`config.mk`:
```
export PLATFORM = sky130hd
export DESIGN_NAME = mem_stage
export DESIGN_NICKNAME = d
export VERILOG_FILES = /design/src/rtl/mem_stage.sv
export SDC_FILE = /design/constraint.sdc
export NUM_CORES = 2
export LEC_CHECK = 0
export ABC_AREA = 1
export BUFFER_PORTS_ARGS = -buffer_cell sky130_fd_sc_hd__buf_2
export CELL_PAD_IN_SITES_DETAIL_PLACEMENT = 1
export CELL_PAD_IN_SITES_GLOBAL_PLACEMENT = 1
export CORE_MARGIN = 4
export CORE_UTILIZATION = 45
export CTS_CLUSTER_DIAMETER = 30
export CTS_CLUSTER_SIZE = 12
export DETAILED_ROUTE_END_ITERATION = 12
export HOLD_SLACK_MARGIN = 0.06
export PLACE_DENSITY_LB_ADDON = 0.1
export SETUP_SLACK_MARGIN = 0.15
export SLEW_MARGIN = 40
export SYNTH_ARGS = -nofsm -noshare
export SYNTH_HDL_FRONTEND = slang
export SYNTH_SLANG_ARGS = --single-unit
```
`constraint.sdc`:
```
create_clock -name clk -period 3.65 [get_ports clk]
set_clock_uncertainty 0.15 [all_clocks]
set_input_delay 1.095 -clock clk [delete_from_list [all_inputs] [get_ports clk]]
set_output_delay 1.095 -clock clk [all_outputs]
set_load 0.005 [all_outputs]
```
`src/rtl/mem_stage.sv`:
```
// Memory-access pipeline stage: word-addressed data memory with multi-cycle access and freeze.
// Optional misaligned-access detection is compiled in with `define MEM_ALIGN_CHECK_EN.
module mem_stage #(
    parameter int unsigned DEPTH             = 64,
    parameter int unsigned LATENCY           = 2,
    parameter int unsigned WORD_LEN          = 32,
    parameter int unsigned REG_FILE_ADDR_LEN = 5
) (
    input  logic                         clk,
    input  logic                         rst,
    input  logic                         WB_EN_IN,
    input  logic                         MEM_R_EN_IN,
    input  logic                         MEM_W_EN_IN,
    input  logic [WORD_LEN-1:0]          ALUResIn,
    input  logic [WORD_LEN-1:0]          STValIn,
    input  logic [REG_FILE_ADDR_LEN-1:0] destIn,
    output logic                         WB_EN,
    output logic                         MEM_R_EN,
    output logic [WORD_LEN-1:0]          ALURes,
    output logic [WORD_LEN-1:0]          memReadVal,
    output logic [REG_FILE_ADDR_LEN-1:0] dest,
    output logic                         freeze,
    output logic                         misalign
);

    localparam int unsigned AddrW = $clog2(DEPTH);
    localparam int unsigned CntW  = (LATENCY > 1) ? $clog2(LATENCY) : 1;

    typedef enum logic [1:0] {
        StIdle,
        StAccess,
        StDone
    } state_e;

    state_e              state_q, state_d;
    logic [CntW-1:0]     cnt_q, cnt_d;
    logic [WORD_LEN-1:0] rd_val_q, rd_val_d;
    logic [WORD_LEN-1:0] mem_q [DEPTH];

    logic             req;
    logic             mis;
    logic             commit;
    logic             freeze_raw;
    logic [AddrW-1:0] idx;

    assign idx    = ALUResIn[2 +: AddrW];
    assign req    = MEM_R_EN_IN | MEM_W_EN_IN;
    assign commit = (state_q == StAccess) && (cnt_q == '0);

`ifdef MEM_ALIGN_CHECK_EN
    assign mis = (state_q == StIdle) && req && (ALUResIn[1:0] != 2'b00);
`else
    assign mis = 1'b0;
`endif

    always_comb begin
        state_d = state_q;
        cnt_d   = cnt_q;
        case (state_q)
            StIdle: begin
                if (req && !mis) begin
                    state_d = StAccess;
                    cnt_d   = CntW'(LATENCY - 1);
                end
            end
            StAccess: begin
                if (cnt_q != '0) begin
                    cnt_d = cnt_q - CntW'(1);
                end else begin
                    state_d = StDone;
                end
            end
            StDone:  state_d = StIdle;
            default: state_d = StIdle;
        endcase
    end

    // A simultaneous store wins: load data is left untouched.
    always_comb begin
        rd_val_d = rd_val_q;
        if (commit && MEM_R_EN_IN && !MEM_W_EN_IN) begin
            rd_val_d = mem_q[idx];
        end
    end

    always_ff @(posedge clk) begin
        if (!rst) begin
            state_q  <= StIdle;
            cnt_q    <= '0;
            rd_val_q <= '0;
        end else begin
            state_q  <= state_d;
            cnt_q    <= cnt_d;
            rd_val_q <= rd_val_d;
        end
    end

    // Memory survives reset; a store caught by reset is dropped.
    always_ff @(posedge clk) begin
        if (rst && commit && MEM_W_EN_IN) begin
            mem_q[idx] <= STValIn;
        end
    end

    assign freeze_raw = ((state_q == StIdle) && req && !mis) || (state_q == StAccess);

    assign freeze     = rst & freeze_raw;
    assign misalign   = rst & mis;
    assign WB_EN      = rst & WB_EN_IN & ~freeze_raw & ~mis;
    assign MEM_R_EN   = rst & MEM_R_EN_IN & ~freeze_raw;
    assign ALURes     = ALUResIn;
    assign dest       = destIn;
    assign memReadVal = rd_val_q;

endmodule
```
==> flow_metrics.tcl <==
set metrics [dict create \
    finish.net_count 9232 \
    synthesis.nets 8717 \
    crit_chain "buf_8, buf_12, buf_12, buf_2" \
    seq_area_frac_synth_pct 71.05 \
    synthesis.area_per_instance_um2 10.13 \
    drv_cap 0 \
    die_height_um 449.1 \
    syn_inst 8643 \
    hold_buffers 0 \
    postCtsSetupBuffers 0 \
    wl_um 313300 \
    grt_setup_unrepaired "no" \
    cpPeakStageDelay_ps 260 \
    largest_family_of_logic_cells_by_synthesized_area "simple AND/OR/NAND/NOR gates" \
    drt_pass1_iterations 7 \
    clk_path_buf_depth 4 \
    routed_via_density 5.446 \
    placement.setup.worst_slack_ps -92.34 \
    layout-drive-gt1-share_pct 14.20 \
    crit_buf_inv 4 \
    tightest_slew_ps 885.3 \
    remaining_drc_errors 0 \
    timing.max_slew.rel_slack_pct 40.76 \
    finalMaxSlewViolations 0 \
    clock-root-buffer "clkbuf_16" \
    core_area_um2 193000 \
    timing.critical_path.from_type "input pin" \
    routabilityCongestion 0.8206 \
    dr_total_vias 65920 \
    hold_path.class "reg2reg" \
    wire_per_inst_um 25.89 \
    die_width_um 449.1 \
    wire_length_of_the_first_global_routing_pass_um 459300 \
    worst_path_max_delay_cell "buf_12" \
    holdWs_ps 351.7 \
    grt-ovfl-total 0 \
    cts.htree.levels 5 \
    grt_max_degree 79 \
    max_clock_freq_mhz 316.0 \
    cts-buffers-inserted 494 \
    mappedNetlistArea_um2 87550 \
    power_density_nw_per_um2 668.8 \
    cp_data_arrival_time_ps 1920 \
    synth_adder_area_share_pct 0 \
    power.leakage_uw 0.04723 \
    yosys.cell_types.count 21 \
    dpl_cell_area_um2 94630 \
    cts-resized-gates 0 \
    initial_antenna_violation_count 16 \
    report.final.hold_viol_count 0 \
    stdcell_area_um2 111600 \
    post-dp-hpwl_um 179100 \
    clkSinkCount 2083 \
    layout_min_cycle_time_ps 3164 \
    boundaryPins 147 \
    antenna_viol_nets_final 0 \
    cts_tree "yes" \
    crit_type "in2out" \
    crit_top_cell "buf_12" \
    synth_mux_area_share_pct 0 \
    clk-insertion-delay-late_ps 1010 \
    vdd.ir_drop.worst_uv 486.4 \
    area_growth_syn_to_layout_pct 27.44 \
    initial_cell_density_of_the_core_pct 45.36 \
    yosys.area_share.simple_pct 25.78 \
    initialDrtViolationCount 6387 \
    worst_path_dominant_cell_family "buffers and inverters" \
    worst_setup_path_end_kind "output pin" \
    outcome "finished clean" \
    placementRows 161 \
    number_of_global_route_vias_before_repair 70060 \
    clk_transition_reported_paths_ps 40 \
    worstPathMaxFanout 37 \
    floorplan.die_area_um2 201700 \
    layout_worst_path_cycle_share_pct 86.69 \
    ys.warnings.count 0 \
    global_route.usage.total_pct 30.75 \
    synth_seq_cells 2083 \
    synth_xor_area_share_pct 0 \
    port_buffers 83 \
    setup_slack_ps 485.9 \
    compound_gate_fraction_of_synth_area_pct 0.1572 \
    required_ps 2400 \
    number_of_failing_setup_endpoints_in_the_final_timing_report 0 \
]
[flip-flops by register name, indices dropped and copies added, names as in the netlist]
register / cells
cnt_q: 1
memReadVal: 32
mem_q: 2048
state_q: 2
[final cells by class]
class | count | area [µm²]
clock inverters | 347 | 4030
flip-flops and latches | 2083 | 62200
clock buffers | 562 | 12890
diodes | 7 | 17.52
multi-input cells | 6001 | 23250
repair buffers | 484 | 5648
inverters | 94 | 375.4
fillers | 20210 | 81410
well taps | 2526 | 3161
[placed cells by master (no fill, tap or decap), drive strengths merged]
master    synthesis  layout
a21oi            10      10
buf             311     484
bufinv            0      82
clkbuf          154     562
clkinv            0     193
clkinvlp          0      52
conb              1       1
dfxtp            35      35
diode             0       7
edfxtp         2048    2048
inv              94     114
nand2          5684    5684
nand3            60      60
nor2            214     214
nor3             11      11
o211ai            5       5
o21ai            10      10
or2               6       6
[per-stage QoR]
stage | std cells | power [µW] | setup TNS (ps) | utilization, %
2_1_floorplan | 8643 | 28470 | -463780 | -
3_3_place_gp | 11190 | 30200 | -5385 | 49.03
3_5_place_dp | 11190 | 30280 | -98.06 | 49.04
4_1_cts | 12100 | 75020 | 0 | 57.80
5_1_grt | 12100 | 76770 | 0 | 57.81
6_report | 12100 | 74620 | 0 | 57.81
[synthesized netlist by cell type]
cell / number / area (µm²)
a21oi_1: 10 / 50.05
buf_1: 42 / 157.7
buf_2: 199 / 996.0
buf_4: 64 / 480.5
buf_6: 6 / 67.56
clkbuf_1: 154 / 578.1
conb_1: 1 / 3.750
dfxtp_1: 35 / 700.7
edfxtp_1: 2048 / 61500
inv_1: 86 / 322.8
inv_2: 8 / 30.03
nand2_1: 5684 / 21340
nand3_1: 60 / 300.3
nor2_1: 214 / 803.3
nor3_1: 3 / 15.01
nor3_2: 8 / 80.08
o211ai_1: 5 / 37.54
o21ai_0: 5 / 25.02
o21ai_1: 5 / 25.02
or2_1: 1 / 6.260
or2_2: 5 / 31.28
[where the power goes]
| part | total [µW] | switching, µW | leakage [µW] | internal, µW |
|---|---|---|---|---|
| clock | 44700 | 13900 | 0.00817 | 30800 |
| sequential | 26400 | 30.1 | 0.0187 | 26400 |
| combinational | 3540 | 2630 | 0.0204 | 910 |
[worst register-to-register path, delay by kind of cell (launching register included)]
kind	cells	cell delay, ps
flip-flops	1	300
AND/OR/NAND/NOR	5	1000
buffers and inverters	6	910
[logic make-up (layout without fill, tap and decap cells)]
logic type,Yosys count,after routing
buffers and inverters,559,1487
AO/OA/AOI/OAI,25,25
other,1,8
AND/OR/NAND/NOR,5975,5975
flip-flops,2083,2083
[routing by layer]
metal | up-vias | track usage, % | routed length, µm
met5 | - | 0 | 13
met4 | 2 | 12.35 | 12870
met3 | 607 | 5.039 | 21510
met2 | 2506 | 50.52 | 149200
met1 | 33650 | 40.99 | 129700
li1 | 29150 | - | -
[path summary, 6_finish.rpt]
kind | end | depth (start not counted) | start | slack (ps)
setup / recovery | ALURes[2] | 4 | ALUResIn[2] | 490
hold / removal | state_q[0] | 2 | cnt_q | 350
setup reg to reg | mem_q[1][7] | 11 | state_q[0] | 930
hold reg to reg | state_q[0] | 2 | cnt_q | 350
Note: power is estimated with default switching activity, not from simulation.
